File: config.mk
export PLATFORM = sky130hd
export DESIGN_NAME = usb_protocol_ctrl
export DESIGN_NICKNAME = d
export VERILOG_FILES = /design/src/rtl/usb_pkg.sv /design/src/rtl/usb_hs_timer.sv /design/src/rtl/usb_protocol_ctrl.sv
export SDC_FILE = /design/constraint.sdc
export NUM_CORES = 1
export LEC_CHECK = 0
export ABC_CLOCK_PERIOD_IN_PS = 2250
export CAP_MARGIN = 20
export CELL_PAD_IN_SITES_DETAIL_PLACEMENT = 0
export CELL_PAD_IN_SITES_GLOBAL_PLACEMENT = 1
export CORE_MARGIN = 2
export CORE_UTILIZATION = 34
export DETAILED_ROUTE_END_ITERATION = 6
export HOLD_SLACK_MARGIN = 0.1
export PLACE_DENSITY_LB_ADDON = 0.1
export SLEW_MARGIN = 40
export SYNTH_ARGS = -nofsm -noshare
export SYNTH_HDL_FRONTEND = slang
export SYNTH_SLANG_ARGS = --single-unit
File: constraint.sdc
create_clock -name clk -period 2.25 [get_ports clk]
set_input_delay 0.225 -clock clk [delete_from_list [all_inputs] [get_ports clk]]
set_output_delay 0.225 -clock clk [all_outputs]
set_load 0.01 [all_outputs]
File: src/rtl/usb_pkg.sv
// Shared PID encodings and sequencer state for the bulk-endpoint protocol controller.
package usb_pkg;

  typedef enum logic [2:0] {
    RX_NONE = 3'd0,
    RX_OUT  = 3'd1,
    RX_IN   = 3'd2,
    RX_DATA = 3'd3,
    RX_ACK  = 3'd4,
    RX_NAK  = 3'd5
  } rx_pid_t;

  typedef enum logic [1:0] {
    TX_NONE = 2'd0,
    TX_DATA = 2'd1,
    TX_ACK  = 2'd2,
    TX_NAK  = 2'd3
  } tx_pid_t;

  typedef enum logic [2:0] {
    ST_IDLE      = 3'd0,
    ST_WAIT_DATA = 3'd1,
    ST_SEND_HS   = 3'd2,
    ST_SEND_DATA = 3'd3,
    ST_WAIT_ACK  = 3'd4
  } state_t;

endpackage

File: src/rtl/usb_hs_timer.sv
// Bus-turnaround timer: saturating up-counter, flags when it has sat HS_TIMEOUT-1 cycles.
module usb_hs_timer #(
  parameter int HS_TIMEOUT = 64
) (
  input  logic clk,
  input  logic n_rst,
  input  logic clear,
  input  logic enable,
  output logic timeout
);

  localparam int W = (HS_TIMEOUT > 1) ? $clog2(HS_TIMEOUT) : 1;
  localparam logic [W-1:0] TERM = W'(HS_TIMEOUT - 1);

  logic [W-1:0] count_q;
  logic [W-1:0] count_d;

  // Clear wins over counting; counting stops at the terminal value.
  always_comb begin
    count_d = count_q;
    if (clear) begin
      count_d = '0;
    end else if (enable && (count_q != TERM)) begin
      count_d = count_q + W'(1);
    end
  end

  // Counter register with synchronous reset.
  always_ff @(posedge clk) begin
    if (!n_rst) count_q <= '0;
    else        count_q <= count_d;
  end

  assign timeout = enable && (count_q == TERM);

endmodule

File: src/rtl/usb_protocol_ctrl.sv
// Bulk-endpoint transaction sequencer: token/handshake decode, TX commands, bus direction.
//
// state        | meaning
// -------------+--------------------------------------------------------------
// ST_IDLE      | waiting for an OUT or IN token
// ST_WAIT_DATA | OUT received, waiting for host DATA (buffer writes if accepted)
// ST_SEND_HS   | TX sending ACK/NAK handshake, TX owns the bus
// ST_SEND_DATA | TX sending IN payload, TX owns the bus
// ST_WAIT_ACK  | payload sent, waiting for host ACK
module usb_protocol_ctrl
  import usb_pkg::*;
#(
  parameter int HS_TIMEOUT = 64,
  parameter int MAX_PKT    = 64
) (
  input  logic                           clk,
  input  logic                           n_rst,
  input  rx_pid_t                        rx_packet,
  input  logic                           rx_done,
  input  logic                           rx_error,
  input  logic                           tx_done,
  input  logic                           tx_error,
  input  logic [$clog2(MAX_PKT+1)-1:0]   buffer_occupancy,
  input  logic                           tx_data_ready,
  output tx_pid_t                        tx_packet,
  output logic                           tx_start,
  output logic                           d_mode,
  output logic                           rx_store_en,
  output logic                           clear_buffer,
  output logic                           rx_data_ready,
  output logic                           tx_complete,
  output logic                           xfer_error
);

  state_t  state_q, state_d;
  tx_pid_t tx_packet_q, tx_packet_d;
  logic    accept_q, accept_d;
  logic    tx_start_q, tx_start_d;
  logic    d_mode_q, d_mode_d;
  logic    store_q, store_d;
  logic    clear_q, clear_d;
  logic    rdr_q, rdr_d;
  logic    txc_q, txc_d;
  logic    xerr_q, xerr_d;
  logic    timeout;

  usb_hs_timer #(.HS_TIMEOUT(HS_TIMEOUT)) u_timer (
    .clk     (clk),
    .n_rst   (n_rst),
    .clear   (state_d != state_q),
    .enable  ((state_q == ST_WAIT_DATA) || (state_q == ST_WAIT_ACK)),
    .timeout (timeout)
  );

  // Next state and next registered outputs; pulses default low every cycle.
  always_comb begin
    state_d     = state_q;
    accept_d    = accept_q;
    tx_packet_d = TX_NONE;
    tx_start_d  = 1'b0;
    d_mode_d    = 1'b0;
    store_d     = 1'b0;
    clear_d     = 1'b0;
    rdr_d       = 1'b0;
    txc_d       = 1'b0;
    xerr_d      = 1'b0;
    case (state_q)
      ST_IDLE: begin
        if (rx_done && !rx_error) begin
          if (rx_packet == RX_OUT) begin
            state_d  = ST_WAIT_DATA;
            accept_d = (buffer_occupancy == '0);
            store_d  = (buffer_occupancy == '0);
          end else if (rx_packet == RX_IN) begin
            state_d     = tx_data_ready ? ST_SEND_DATA : ST_SEND_HS;
            tx_packet_d = tx_data_ready ? TX_DATA : TX_NAK;
            tx_start_d  = 1'b1;
            d_mode_d    = 1'b1;
          end
        end
      end
      ST_WAIT_DATA: begin
        store_d = accept_q;
        // rx_done is checked before the timeout so a last-cycle DATA still counts.
        if (rx_done) begin
          if (!rx_error && (rx_packet == RX_DATA)) begin
            state_d     = ST_SEND_HS;
            tx_packet_d = accept_q ? TX_ACK : TX_NAK;
            tx_start_d  = 1'b1;
            d_mode_d    = 1'b1;
            rdr_d       = accept_q;
            store_d     = 1'b0;
          end else begin
            state_d = ST_IDLE;
            xerr_d  = 1'b1;
            clear_d = accept_q;
            store_d = 1'b0;
          end
        end else if (timeout) begin
          state_d = ST_IDLE;
          xerr_d  = 1'b1;
          clear_d = accept_q;
          store_d = 1'b0;
        end
      end
      ST_SEND_HS, ST_SEND_DATA: begin
        tx_packet_d = tx_packet_q;
        d_mode_d    = 1'b1;
        if (tx_error) begin
          state_d     = ST_IDLE;
          xerr_d      = 1'b1;
          tx_packet_d = TX_NONE;
          d_mode_d    = 1'b0;
        end else if (tx_done) begin
          state_d     = (state_q == ST_SEND_DATA) ? ST_WAIT_ACK : ST_IDLE;
          tx_packet_d = TX_NONE;
          d_mode_d    = 1'b0;
        end
      end
      ST_WAIT_ACK: begin
        // Buffer is kept on failure so the host can retry the IN.
        if (rx_done) begin
          state_d = ST_IDLE;
          if (!rx_error && (rx_packet == RX_ACK)) begin
            txc_d   = 1'b1;
            clear_d = 1'b1;
          end else begin
            xerr_d = 1'b1;
          end
        end else if (timeout) begin
          state_d = ST_IDLE;
          xerr_d  = 1'b1;
        end
      end
      default: state_d = ST_IDLE;
    endcase
  end

  // State and registered outputs with synchronous active-low reset.
  always_ff @(posedge clk) begin
    if (!n_rst) begin
      state_q     <= ST_IDLE;
      accept_q    <= 1'b0;
      tx_packet_q <= TX_NONE;
      tx_start_q  <= 1'b0;
      d_mode_q    <= 1'b0;
      store_q     <= 1'b0;
      clear_q     <= 1'b0;
      rdr_q       <= 1'b0;
      txc_q       <= 1'b0;
      xerr_q      <= 1'b0;
    end else begin
      state_q     <= state_d;
      accept_q    <= accept_d;
      tx_packet_q <= tx_packet_d;
      tx_start_q  <= tx_start_d;
      d_mode_q    <= d_mode_d;
      store_q     <= store_d;
      clear_q     <= clear_d;
      rdr_q       <= rdr_d;
      txc_q       <= txc_d;
      xerr_q      <= xerr_d;
    end
  end

  assign tx_packet     = tx_packet_q;
  assign tx_start      = tx_start_q;
  assign d_mode        = d_mode_q;
  assign rx_store_en   = store_q;
  assign clear_buffer  = clear_q;
  assign rx_data_ready = rdr_q;
  assign tx_complete   = txc_q;
  assign xfer_error    = xerr_q;

endmodule
-- After elaboration in Yosys (flattened, before gate mapping)
Index checks and enable logic that the tools add are counted.
- register bits after elaboration: 19
- input port bits: 17
- output and inout port bits: 9
- logic and storage cells: 88
- add/subtract/negate cells: 1
- eq/ne operators: 12
- multiplexer cells: 49
- bitwise operators: 1
- reduce and logical (&&, ||, !) cells: 14
- operator list (kind ; number):
    3-bit two-way mux ; 9
    1-bit two-way mux ; 24
    2-bit two-way mux ; 9
    3-bit by 2-bit == test with 1-bit output (second input constant) ; 4
    3-bit one-hot mux with 4 select lines ; 1
    7-bit logical NOT ; 1
    6-bit by 1-bit adder with 6-bit output (second input constant) ; 1
    3-bit by 1-bit == test with 1-bit output (second input constant) ; 2
    3-bit == test (second input constant) ; 2
    6-bit == test (second input constant) ; 1
    6-bit != test (second input constant) ; 1
    1-bit one-hot mux with 2 select lines ; 3
    1-bit one-hot mux with 3 select lines ; 2
    2-bit one-hot mux with 3 select lines ; 1
    1-bit logical AND ; 5
    4-bit AND reduction ; 1
    2-bit OR reduction ; 2
    3-bit logical NOT ; 1
    3-bit != test ; 1
    3-bit != test (second input constant) ; 1
    3-bit AND reduction ; 1
    2-bit AND reduction ; 1
    1-bit logical NOT ; 1
    1-bit logical OR ; 1
    1-bit NOT ; 1

-- Depth between registers and ports, before layout
- depth after elaboration: 8
- gate-level depth with buffers: 6
- gate-level depth less buffers: 5

-- Cells and area by module
From an unflattened synthesis, not the netlist that was laid out.
- cell total of the unflattened synthesis: 113
- area, all modules: 967.2 um^2
- modules (own cells, without submodules) (module ; instances ; cells each ; area each (um^2) ; seq. area each (um^2)):
    usb_protocol_ctrl ; 1 ; 78 ; 656.9 ; 260.2
    usb_hs_timer ; 1 ; 35 ; 310.3 ; 120.1

-- Least setup slack after synthesis
Ideal clock, no wire load.
- path type: reg2reg
- start: reg u_timer.count_q[0]
- end: reg u_timer.count_q[5]
- setup time: 0.086 ns
- arrival: 1.901 ns
- setup slack: 0.264 ns
- stages on the path, launching flop included: 7
- buffers on the path: 1
- clock period less this slack: 1.986 ns
- cells stage by stage: dfxtp_1 ha_1 and3_1 a311o_1 buf_2 or4_1 a211oi_1
- word-level cells in the longest chain between the ends: 7
- ends and longest elaborated chain (item ; line ; source):
    start, declared ; usb_hs_timer.sv:15 ; logic [W-1:0] count_q;
    start signal, assigned ; usb_hs_timer.sv:31 ; else count_q <= count_d;
    6-bit == test ; usb_hs_timer.sv:34 ; assign timeout = enable && (count_q == TERM);
    1-bit logical AND ; usb_hs_timer.sv:34 ;
    3-bit two-way mux ; usb_protocol_ctrl.sv:99, usb_protocol_ctrl.sv:130 ;
    3-bit two-way mux, on equally long branches ; usb_protocol_ctrl.sv:122, usb_protocol_ctrl.sv:85 ;
    3-bit one-hot mux with 4 select lines ; usb_protocol_ctrl.sv:67 ; case (state_q)
    3-bit != test ; usb_protocol_ctrl.sv:50 ; .clear (state_d != state_q),
    2-bit OR reduction (no line) ; - ;
Several ways; a longest one is shown, not always the timed one.
A chain may end at the register's enable or synchronous reset.

-- Worst setup path after layout
Ends and elaborated chain as after synthesis.

==> run summary <==
Core ar. - 2730 um^2
Synth Net Count - 136
register area - 380 um^2
count of input and output buffers - 25
DRC viols - 0
number of global-route vias before repair - 860
Clock Sinks - 19
Mapped Cells - 118
CTS Hold Bufs - 0
Clock Path Buffers - 2
critical path arrival - 2.29 ns
Slew Viols, Final - 0
first-pass GRT wire length - 3890 um
Post CTS Setup Buffer Count - 0
pwr dens - 458 nW/um^2
Fmax achieved - 483 MHz
Final Hold Vio Count - 0
area taken by multi-input logic gates - 561 um^2
WS Path Type - flop to flop
Die W - 57.5 um
drt pass-1 iters - 4
vias - 977
post_cts resized - 0
Cell Count Post-Placement - 173
commonest non-fill, non-tap cell in the layout - clkdlybuf4s50_1
final net count - 165
Worst-path clk slew - 0.11 ns
static leakage power - 0.441 nW
crit start category - flop
vias per inst - 5.52
Slew Limit Headroom - 0.625
root buffer cell - clkbuf_4
Yosys warnings - 0
fraction of layout cells with a size suffix above 1 - 0.0753
Total Routing Usage GR - 0.154
I/O Pins - 26
post-synthesis register bit count - 19
Max Cap Viol - 0
RSZ-0062 raised after global routing - false
hpwl dp - 1830 um
outcome - finished, final reports clean
Max IR drop VDD - 323 uV
Diodes inserted - 0
minimum clock period - 2.07 ns
GP Congestion - 0.794
top-area cell type share of the netlist area - 0.391
clk_skew - 0.00566 ns
most used flip-flop cell after synthesis - dfxtp_1
cell area after synthesis - 972 um^2
final period utilization - 0.921
most frequent cells in the layout - clkdlybuf4s50_1, dfxtp_1, nand2_1
fill cell count - 281
Post-Syn Area per Cell - 8.24 um^2
Synth area leaders - dfxtp_1, nand2_1, nor3_1
Unique masters post-synth - 40
Worst setup EP type - flop
CTS Buf Count - 3
area grow syn2layout - 34.2%
Post-synth EDFFs - 0
initial antenna violation count - 0
Slew @ Worst Pin - 0.562 ns
die footprint - 3300 um^2
DR WL/cell - 13.7 um
cell taking the most area after synthesis - dfxtp_1
worst hold slack - 0.537 ns
H-tree lvl count - 1
initial drt markers - 34
setup TNS - 0 ns
total grt overflow - 0
die height - 57.5 um
Critical Path RT - 2.47 ns
TritonCTS clock tree - yes
Worst-Skew Late Latency - 0.30 ns
Initial Util - 0.356
DRT antenna net count - 0
Seq/Total Area, Yosys - 0.391
final WL - 2420 um
Crit Path Max Fanout - 7
worst hold path class - flop to flop
Async SR Flop Fraction - 0
Layout Cells excl Fill - 177
largest net degree at the start of global routing - 14
cell row count - 19
# setup viols final - 0
-- worst max-delay path: stages (launching register included) --
cell,delay (ns)
dfxtp_1,0.35
ha_1,0.24
and3_1,0.21
a311o_1,0.43
or4_1,0.52
a211oi_1,0.25
-- report_power, final --
| group | internal [mW] | switching, mW |
|---|---|---|
| Combinational | 0.0426 | 0.0345 |
| Clock | 0.0691 | 0.112 |
| Sequential | 0.338 | 0.00134 |
-- final cells by class --
class / count / area share
multi-input cells: 91 / 0.430
flip-flops and latches: 19 / 0.291
repair buffers: 31 / 0.226
well taps: 31 / 0.0297
clock buffers: 4 / 0.0201
inverters: 1 / 0.00288
-- cell usage after synthesis, types with 4 or more instances --
cell,number
o21ai_0,6
clkbuf_1,6
and2_1,4
nor3_1,6
nor2_1,8
dfxtp_1,19
nand2_1,14
a21oi_1,4
nand3_1,5
-- kinds of logic (layout without fill, tap and decap cells) --
logic type / after synthesis / after routing / synth area share
XOR/XNOR: 4 / 4 / 0.0360
flip-flops: 19 / 19 / 0.391
multiplexers: 1 / 1 / 0.0103
AO/OA/AOI/OAI: 29 / 29 / 0.207
AND/OR/NAND/NOR: 56 / 56 / 0.310
adder cells (fa/ha/maj): 1 / 1 / 0.0129
buffers and inverters: 8 / 36 / 0.0322
-- metal layers --
metal  global-route usage  share of wire  routed length (um)
met1                0.215           0.48                1170
met2                0.227           0.43                1050
met3               0.0317          0.071                 171
met4               0.0698          0.016                  39
met5                    0              0                   0
-- path summary, 6_finish.rpt --
check	depth (start not counted)	to	slack, ns	start
setup / recovery	5	u_timer.count_q[5]$_SDFFE_PP0P_	0.18	u_timer.count_q[0]$_SDFFE_PP0P_
hold / removal	2	rx_data_ready$_SDFF_PN0_	0.54	accept_q$_SDFFE_PN0P_
setup reg to reg	5	u_timer.count_q[5]$_SDFFE_PP0P_	0.18	u_timer.count_q[0]$_SDFFE_PP0P_
hold reg to reg	2	rx_data_ready$_SDFF_PN0_	0.54	accept_q$_SDFFE_PN0P_
-- flip-flops by register name, summed over array words and instances, names as in the netlist --
| signal | flops |
|---|---|
| rx_data_ready | 1 |
| tx_start | 1 |
| tx_packet | 2 |
| clear_buffer | 1 |
| tx_complete | 1 |
| u_timer.count_q | 6 |
| xfer_error | 1 |
| d_mode | 1 |
| accept_q | 1 |
| rx_store_en | 1 |
| state_q | 3 |
-- metrics by stage --
stage	area, um^2	total power [mW]	utilization	setup slack, ns
2_1_floorplan	972	0.381	-	0.264
3_3_place_gp	1280	0.424	0.468	0.226
3_5_place_dp	1280	0.424	0.468	0.177
4_1_cts	1310	0.599	0.477	0.179
5_1_grt	1310	0.624	0.477	0.0968
6_report	1310	0.598	0.477	0.178
(Power assumes the default switching activity.)
